==> config.mk <==
export PLATFORM = sky130hd
export DESIGN_NAME = issue_queue
export DESIGN_NICKNAME = d
export VERILOG_FILES = /design/src/rtl/issue_queue.sv
export SDC_FILE = /design/constraint.sdc
export NUM_CORES = 1
export LEC_CHECK = 0
export ABC_AREA = 0
export CAP_MARGIN = 20
export CORE_MARGIN = 2
export CORE_UTILIZATION = 59
export CTS_CLUSTER_SIZE = 8
export DETAILED_ROUTE_END_ITERATION = 10
export GPL_ROUTABILITY_DRIVEN = 0
export GPL_TIMING_DRIVEN = 0
export PLACE_DENSITY_LB_ADDON = 0.25
export SETUP_SLACK_MARGIN = 0.05
export SLEW_MARGIN = 20
export SYNTH_ARGS = -nofsm -noshare
export SYNTH_HDL_FRONTEND = slang
export SYNTH_SLANG_ARGS = --single-unit
==> constraint.sdc <==
create_clock -name clk -period 4.7 [get_ports clk]
set_input_delay 0.705 -clock clk [delete_from_list [all_inputs] [get_ports clk]]
set_output_delay 0.705 -clock clk [all_outputs]
set_load 0.05 [all_outputs]
==> src/rtl/issue_queue.sv <==
// In-order 2-wide circular issue buffer between decode and the two FU slots.
// Accepts up to two entries per cycle and presents the two oldest entries for issue.
package issue_queue_pkg;
    typedef logic [31:0] issue_data_t;
endpackage

module issue_queue #(
    parameter int DEPTH  = 8,
    parameter int DATA_W = $bits(issue_queue_pkg::issue_data_t)
) (
    input  logic                    clk,
    input  logic                    reset,
    input  logic                    flush,
    input  logic [1:0]              in_valid,
    input  logic [DATA_W-1:0]       in_data0,
    input  logic [DATA_W-1:0]       in_data1,
    output logic                    in_ready,
    output logic [1:0]              out_valid,
    output logic [DATA_W-1:0]       out_data0,
    output logic [DATA_W-1:0]       out_data1,
    input  logic [1:0]              issue_take,
    output logic [$clog2(DEPTH):0]  count
);
    localparam int PW = $clog2(DEPTH);
    localparam int CW = PW + 1;

    logic [DATA_W-1:0] r_mem [DEPTH];
    logic [PW-1:0]     r_head;
    logic [PW-1:0]     r_tail;
    logic [CW-1:0]     r_count;

    logic [PW-1:0]     w_head_p1;
    logic [PW-1:0]     w_tail_p1;
    logic              w_wr0_en;
    logic              w_wr1_en;
    logic [DATA_W-1:0] w_wr0_data;
    logic [1:0]        w_n_enq;
    logic [1:0]        w_n_deq;

    always_comb begin
        w_head_p1 = r_head + PW'(1);
        w_tail_p1 = r_tail + PW'(1);
        // Readiness demands room for a full bundle and ignores same-cycle dequeues.
        in_ready  = (r_count <= CW'(DEPTH - 2));
        out_valid = {(r_count >= CW'(2)), (r_count != '0)};
        out_data0 = r_mem[r_head];
        out_data1 = r_mem[w_head_p1];
        count     = r_count;
    end

    always_comb begin
        w_wr0_en   = in_ready && !flush && (in_valid != 2'b00);
        w_wr1_en   = in_ready && !flush && (in_valid == 2'b11);
        // A lone lane1 entry is packed into the tail slot so no hole is left.
        w_wr0_data = in_valid[0] ? in_data0 : in_data1;
        w_n_enq    = w_wr1_en ? 2'd2 : (w_wr0_en ? 2'd1 : 2'd0);
        w_n_deq    = 2'd0;
        if (issue_take[0] && out_valid[0]) begin
            w_n_deq = (issue_take[1] && out_valid[1]) ? 2'd2 : 2'd1;
        end
    end

    always_ff @(posedge clk) begin
        if (w_wr0_en) begin
            r_mem[r_tail] <= w_wr0_data;
        end
        if (w_wr1_en) begin
            r_mem[w_tail_p1] <= in_data1;
        end
    end

    always_ff @(posedge clk or posedge reset) begin
        if (reset) begin
            r_head  <= '0;
            r_tail  <= '0;
            r_count <= '0;
        end else if (flush) begin
            r_head  <= '0;
            r_tail  <= '0;
            r_count <= '0;
        end else begin
            r_head  <= r_head + PW'(w_n_deq);
            r_tail  <= r_tail + PW'(w_n_enq);
            r_count <= r_count + CW'(w_n_enq) - CW'(w_n_deq);
        end
    end

    a_count_max: assert property (@(posedge clk) disable iff (reset)
        r_count <= CW'(DEPTH));
    a_count_no_underflow: assert property (@(posedge clk) disable iff (reset)
        (({1'b0, r_count} + (CW+1)'(w_n_enq)) >= (CW+1)'(w_n_deq)));

endmodule

* Word-level counts from Yosys, hierarchy flattened *
Memory sizes are Yosys's and may differ from the RTL's.
Cells that the tools add are included.

cells by class
  equal/unequal tests = 1
  reduce and logical (&&, ||, !) cells = 8
  mux-type cells = 12
  order comparisons = 2
  add/subtract/negate cells = 6

operators with widths
  operator                                                                             number
  32-bit 2-to-1 mux                                                                    1
  3-bit by 1-bit adder with 3-bit output, second input constant                        2
  3-bit by 2-bit adder with 3-bit output                                               2
  2-bit 2-to-1 mux                                                                     3
  3-bit 2-to-1 mux                                                                     2
  1-bit logical AND                                                                    5
  1-bit 2-to-1 mux                                                                     5
  4-bit by 2-bit adder with 4-bit output                                               1
  4-bit by 2-bit greater-or-equal comparator with 1-bit output, second input constant  1
  4-bit by 3-bit less-or-equal comparator with 1-bit output, second input constant     1
  4-bit 2-to-1 mux                                                                     1
  4-bit nonzero test                                                                   1
  4-bit by 2-bit subtractor with 4-bit output                                          1
  2-bit == test, second input constant                                                 1
  2-bit nonzero test                                                                   1
  1-bit zero test                                                                      1

word-level totals
  memories kept = 1
  bits of input ports = 71
  memory bits (writable) = 256
  flip-flop bits (word level) = 10
  output and inout port bits = 71
  logic and storage cells = 33

memories
  memory  words  width  read ports  clocked after memory_dff  write ports  line  RTL
  r_mem   8      32     2           0                         2            27    logic [DATA_W-1:0] r_mem [DEPTH];

* Longest topological paths before layout *
Gate-level depths: netlist of the first run.

  depth after elaboration = 8
  mapped depth = 14
  depth with buffers taken out = 13

* Least setup slack after synthesis of the first run *
No wires, ideal clock.

  path type = register to register
  from = register r_count[3], in the netlist count[3]
  to = memory r_mem[2][0] (netlist bit), enable pin
  period minus slack after synthesis = 3.953 ns
  library setup time = 0.432 ns
  slack = 0.747 ns
  arrival time = 3.522 ns
  buffers on the path = 2
  required time = 4.268 ns
  stages on the path, launching flop included = 9
  cells stage by stage = dfrtp_1 inv_1 ha_1 nand2_1 mux2i_1 buf_2 nand2b_1 clkbuf_1 a21oi_1

RTL lines
  what                    line  RTL
  start, declared         30    logic [CW-1:0] r_count;
  start signal, assigned  84    r_count <= r_count + CW'(w_n_enq) - CW'(w_n_deq);
  end, declared           27

* Worst setup path in the final report of the first run *
  from = register r_head[0]
  to = output port out_data1[31]

between the ends
  longest elaborated chain between the ends = 2

ends and longest elaborated chain
  what                                    line  RTL
  start, declared                         28    logic [PW-1:0] r_head;
  start signal, assigned                  82    r_head <= r_head + PW'(w_n_deq);
  3-bit by 1-bit adder with 3-bit output  41    w_head_p1 = r_head + PW'(1);
  memory read 8 x 32 bit                  -
  end, declared                           20    output logic [DATA_W-1:0] out_data1,

No other way between the ends.

==> reports/results.txt, run 1 <==
Final hold violation count: 0
R2R depth: 14
Synth Instances: 913
Critical Path End: out_data1[31]
H-Tree Depth: 2
End of the worst register-to-register path: count[3]
DRC Markers: 0
Yosys warns: 0
Max_cap viols: 0
Initial antenna violation count: 1
Yosys top cell area share: 0.486
Setup TNS: 0 ns
Pint: 6.65 mW
FF+latch count, synth: 266
Commonest non-fill, non-tap cell in the layout: mux2_2
Placed insts: 1402
Number of DRC markers in iteration 0: 1094
Critical Path Start Type: flop
Hold Crit Class: input pin to async pin
Non-filler cells, final: 1450
Setup crit end kind: primary output
Sequential power share: 0.263
Worst skew pair latency: 0.50 ns
FILL cells: 1609
Full die area: 28100 um^2
Reg2reg setup slack: 1.43 ns
Number of placement rows: 59
Synth top area cells: edfxtp_1, mux2_2, mux4_2
Die width: 168 um
Largest area contributor in the netlist: edfxtp_1
Setup WS pre-CTS: 0.655 ns
Critical Path RT: 3.99 ns
Number of vias per cell: 6.89
# hold bufs at CTS: 0
FF-to-FF Start: count[3]
Slowest CP cell: clkbuf_1
Routed WL: 42600 um
Switch share: 0.391
Share of layout cells above drive strength 1: 0.476
Syn nets: 998
Setup repair after global routing missed its margin: false
Minimum clock period: 4.60 ns
Drt first pass iters: 5
Clock network power share: 0.229
Outcome: finished clean
Starting Density: 0.603
Leak: 6.31 nW
Max Buffers Root-to-Sink: 3
CP cell instances: ha_1, clkbuf_1, clkbuf_1, mux4_2, mux2_2, clkdlybuf4s50_1
Vias: 9990
Slew Limit Fails: 0
ANT cells: 0
Kind of critical path: flop to primary output
Most frequent cells in the layout: mux2_2, edfxtp_1, clkdlybuf4s50_1, mux4_2, mux2_1
Final setup fails: 0
Slew at the pin closest to its max-slew limit: 1.01 ns
WP data arrival: 3.89 ns
Inserted Clock Buffers: 39
Tot Pwr: 10.9 mW
All-Layer GR Usage: 0.311
Worst Slack Setup Final: 0.104 ns
Grt total ovfl: 0
Vert. Die Dim: 168 um
Top cell by count, worst path: clkbuf_1
Worst setup path startpoint: r_head[0]
Syn Area/Cell: 17.3 um^2
PortBufs: 141
Register area share after synthesis: 0.502
Period utilisation layout: 0.978
Slew headroom: 0.326
IO Pins: 142
Logic gate share of total power: 0.508
CP max FO: 10
Vias in the first global route: 10500
Root buffer cell: clkbuf_16
Final Util: 0.729
Worst-path clk slew: 0.05 ns
Area grow syn2layout: 20.8%
WL per Instance: 29.4 um
Core area: 26200 um^2
Post-DP HPWL: 27200 um
Power Density: 571 nW/um^2
Max VDD drop: 0.442 mV
TritonCTS clock tree: yes
Peak Freq: 218 MHz
Setup bufs post-CTS: 0
Clock skew: 0.0104 ns
Yosys cell types: 33
Post-route ant nets: 0
Nets: 1193
Max incr delay on CP: 0.71 ns
Net switching power: 4.27 mW
Footprint of the multi-input gates: 7580 um^2
Sequential Area: 7940 um^2
First-pass GRT wire length: 64300 um
Clk sink count: 266
Largest net degree at the start of global routing: 20
Post-synthesis cell area: 15800 um^2
registers in the layout (all words and copies together) (netlist names):
signal and cells:
r_mem 256, count 4, r_head 3, r_tail 3
kinds of logic after synthesis:
kind of cell             synth area share
multiplexers                        0.434
AO/OA/AOI/OAI                     0.00490
adder cells (fa/ha/maj)            0.0130
flip-flops                          0.502
XOR/XNOR                          0.00491
buffers and inverters              0.0230
AND/OR/NAND/NOR                    0.0187
worst max-delay path, delay by kind of cell (launching register included):
kind	cells	cell delay, ns
flip-flops	1	0.45
multiplexers	2	0.73
buffers and inverters	3	1.89
adder cells (fa/ha/maj)	1	0.31
routing by layer:
layer	global-route usage	wire (um)	vias up
met5	0	11	-
met4	0.121	1450	2
met3	0.0600	3660	112
met2	0.509	21100	568
met1	0.416	16400	5143
li1	-	-	4165
cells in the mapped netlist, drive strengths merged:
cell,count
a21o,1
a21oi,3
a22oi,2
a32oi,4
and2,1
and3,1
buf,47
clkbuf,20
dfrtp,10
edfxtp,256
fa,4
ha,10
inv,14
mux2,352
mux2i,1
mux4,128
nand2,6
nand2b,2
nand3,12
nor2,21
nor2b,6
nor3,2
o21ai,1
or2,1
xnor2,3
xor2,5
layout make-up:
cell class,instances,share of cell area
Clock inverter,1,0.000459
Timing Repair Buffer,154,0.0912
Sequential cell,266,0.416
Clock buffer,47,0.0549
Multi-Input combinational cell,566,0.397
Tap cell,335,0.0219
Buffer,67,0.0166
Inverter,14,0.00275
how the worst min path moves through the flow:
stage / to
floorplan: count[0]
global placement: r_tail[2]
detailed placement: count[0]
CTS: count[2]
global route: count[2]
finish: r_tail[2]
metrics by stage:
stage	hold WS (ns)	area (um^2)
after floorplan	0.545	15800
after global placement	0.663	17600
after detailed placement	0.686	18000
after CTS	0.503	19100
after global routing	0.553	19100
final	0.490	19100
what timing repair did:
action,CTS,global route
endpoints found under the hold margin,0,0
gates resized for setup,0,7
endpoints found under the setup margin,0,5
power groups by stage:
stage	combinational, mW	clock [mW]	sequential, mW
4_1_cts	5.57	2.51	2.87
6_report	5.55	2.50	2.87
3_3_place_gp	5.40	0	2.91
3_5_place_dp	5.52	0	2.91
2_1_floorplan	3.84	0	2.93
5_1_grt	5.78	2.60	2.88
Power figures use the tool's default switching activity.
==> run 2: changes to the inputs <==
- CORE_MARGIN: 2 -> default
- SKIP_LAST_GASP: default -> 1
==> reports/results.txt, run 2 (synthesis gave the netlist of run 1 again) <==
Most frequent cells in the layout: mux2_2, edfxtp_1, clkdlybuf4s50_1, mux4_2, mux2_1
Post-DP HPWL: 27300 um (+0.45%)
Initial antenna violation count: 0 (-1)
Switch share: 0.393 (+0.00188)
Worst Slack Setup Final: 0.117 ns (+0.0132 ns)
Footprint of the multi-input gates: 7580 um^2 (unchanged)
Slew Limit Fails: 0 (unchanged)
Final Util: 0.728 (-0.00115)
Inserted Clock Buffers: 39 (unchanged)
Clk sink count: 266 (unchanged)
Core area: 26200 um^2 (unchanged)
Peak Freq: 218 MHz (+0.29%)
Sequential Area: 7940 um^2 (unchanged)
Final hold violation count: 0 (unchanged)
Setup WS pre-CTS: 0.708 ns (+0.0526 ns)
Logic gate share of total power: 0.509 (about the same)
Grt total ovfl: 0 (unchanged)
Drt first pass iters: 11 (+6)
Max incr delay on CP: 0.73 ns (+0.02 ns)
CP cell instances: ha_1, clkbuf_1, clkbuf_1, mux4_2, mux2_2, clkdlybuf4s50_1
Vert. Die Dim: 166 um (-1.2%)
Clock network power share: 0.228 (about the same)
Final setup fails: 0 (unchanged)
CP delay by family, top: buffers and inverters
Pint: 6.62 mW (-0.39%)
Worst-path clk slew: 0.06 ns (about the same)
H-Tree Depth: 2 (unchanged)
Buf+Inv Stages, Crit Path: 3 (unchanged)
FILL cells: 1655 (+2.9%)
# hold bufs at CTS: 0 (unchanged)
Outcome: complete, but fails checks
Full die area: 27500 um^2 (-2.4%)
Slew at the pin closest to its max-slew limit: 1.18 ns (+0.170 ns)
Starting Density: 0.603 (unchanged)
Power Density: 572 nW/um^2 (about the same)
Leak: 6.29 nW (-0.35%)
Vias in the first global route: 10600 (+1.3%)
Max Buffers Root-to-Sink: 3 (unchanged)
Largest Register: r_mem
DRC Markers: 10 (+10)
Routed WL: 42900 um (+0.60%)
ANT cells: 0 (unchanged)
Critical Path RT: 3.99 ns (about the same)
Kind of critical path: flop to primary output
Failing checks: DRC
Hold Crit Class: input pin to async pin
Max reg flops: 256 (unchanged)
Number of placement rows: 59 (unchanged)
PortBufs: 141 (unchanged)
Critical Path Start Type: flop
Post-route ant nets: 0 (unchanged)
Root buffer cell: clkbuf_16
TritonCTS clock tree: yes
Setup repair after global routing missed its margin: false
Nets: 1192 (-0.084%)
Area grow syn2layout: 20.6%
Post-DP Area: 18000 um^2 (-0.13%)
WL per Instance: 29.6 um (+0.67%)
Share of layout cells above drive strength 1: 0.474 (-0.00227)
Number of DRC markers in iteration 0: 1095 (+0.091%)
IO Pins: 142 (unchanged)
WP data arrival: 3.88 ns (about the same)
Die width: 166 um (-1.2%)
Slowest CP cell: clkbuf_1
Number of vias per cell: 6.84 (-0.72%)
Period utilisation layout: 0.975 (-0.00280)
All-Layer GR Usage: 0.324 (+0.0129)
First-pass GRT wire length: 65100 um (+1.2%)
Sequential power share: 0.263 (about the same)
Design area: 19100 um^2 (-0.16%)
Clock skew: 0.0118 ns (+0.00138 ns)
Largest net degree at the start of global routing: 20 (unchanged)
Minimum clock period: 4.58 ns (-0.0132 ns)
Setup bufs post-CTS: 0 (unchanged)
Net switching power: 4.29 mW (+0.40%)
Max_cap viols: 0 (unchanged)
Worst skew pair latency: 0.52 ns (+0.02 ns)
Vias: 9911 (-0.79%)
Max VDD drop: 0.426 mV (-3.6%)
Setup crit end kind: primary output
Placed insts: 1401 (-0.071%)
Top cell by count, worst path: clkbuf_1
Commonest non-fill, non-tap cell in the layout: mux2_2
CP max FO: 10 (unchanged)
Non-filler cells, final: 1449 (-0.069%)
Final hold slack: 0.482 ns (-0.00811 ns)
Slew headroom: 0.212 (-0.113)
-- run 2: changes by cell type in the layout (fill, tap and decap cells not counted) --
| cell | delta |
|---|---|
| clkinv_8 | +1 |
| clkbuf_2 | -3 |
| clkbuf_16 | -1 |
| buf_8 | -1 |
| buf_12 | +1 |
| buf_16 | -1 |
| clkbuf_1 | +2 |
| inv_6 | +1 |
-- run 2: final cells by class --
cell class,instances,area share
plain buffers,67,0.0165
clock buffers,45,0.0535
clock inverters,3,0.00177
inverters,14,0.00276
multi-input cells,566,0.397
flip-flops and latches,266,0.416
well taps,335,0.0220
repair buffers,153,0.0901
-- run 2: worst paths after layout --
check                           startpoint            to  slack (ns)  cells past startpoint
worst max-delay path             r_head[0]  out_data1[1]        0.12                      6
worst min-delay path                 reset     r_tail[2]        0.48                      2
worst max register to register    count[3]      count[3]        1.38                     14
worst min register to register    count[0]      count[0]        0.71                      2
max in group asynchronous            reset     r_head[2]        3.91                      2
min in group clk                  count[0]      count[0]        0.71                      2
-- run 2: what timing repair did --
action / CTS / global route
endpoints found under the hold margin: 0 / 0
endpoints found under the setup margin: 0 / 1
gates resized for setup: 0 / 3
-- run 2: through the flow --
stage | TNS, ns | power (mW)
final | 0 | 10.9
after global routing | 0 | 11.3
after CTS | 0 | 10.9
after detailed placement | 0 | 8.42
after global placement | -274.55 | 8.32
after floorplan | 0 | 6.76
-- run 2: metal layers --
| metal | GRT usage | up-vias | share of wire |
|---|---|---|---|
| met5 | 0 | - | 0 |
| met4 | 0.122 | 0 | 0.032 |
| met3 | 0.0569 | 105 | 0.091 |
| met2 | 0.535 | 606 | 0.49 |
| met1 | 0.432 | 5050 | 0.38 |
| li1 | - | 4150 | - |
-- run 2: power groups by stage --
stage               Combinational (mW)  Clock [mW]  Sequential (mW)
floorplan                         3.84           0             2.93
global placement                  5.41           0             2.91
detailed placement                5.51           0             2.91
CTS                               5.56        2.50             2.87
global route                      5.79        2.59             2.88
finish                            5.55        2.49             2.87
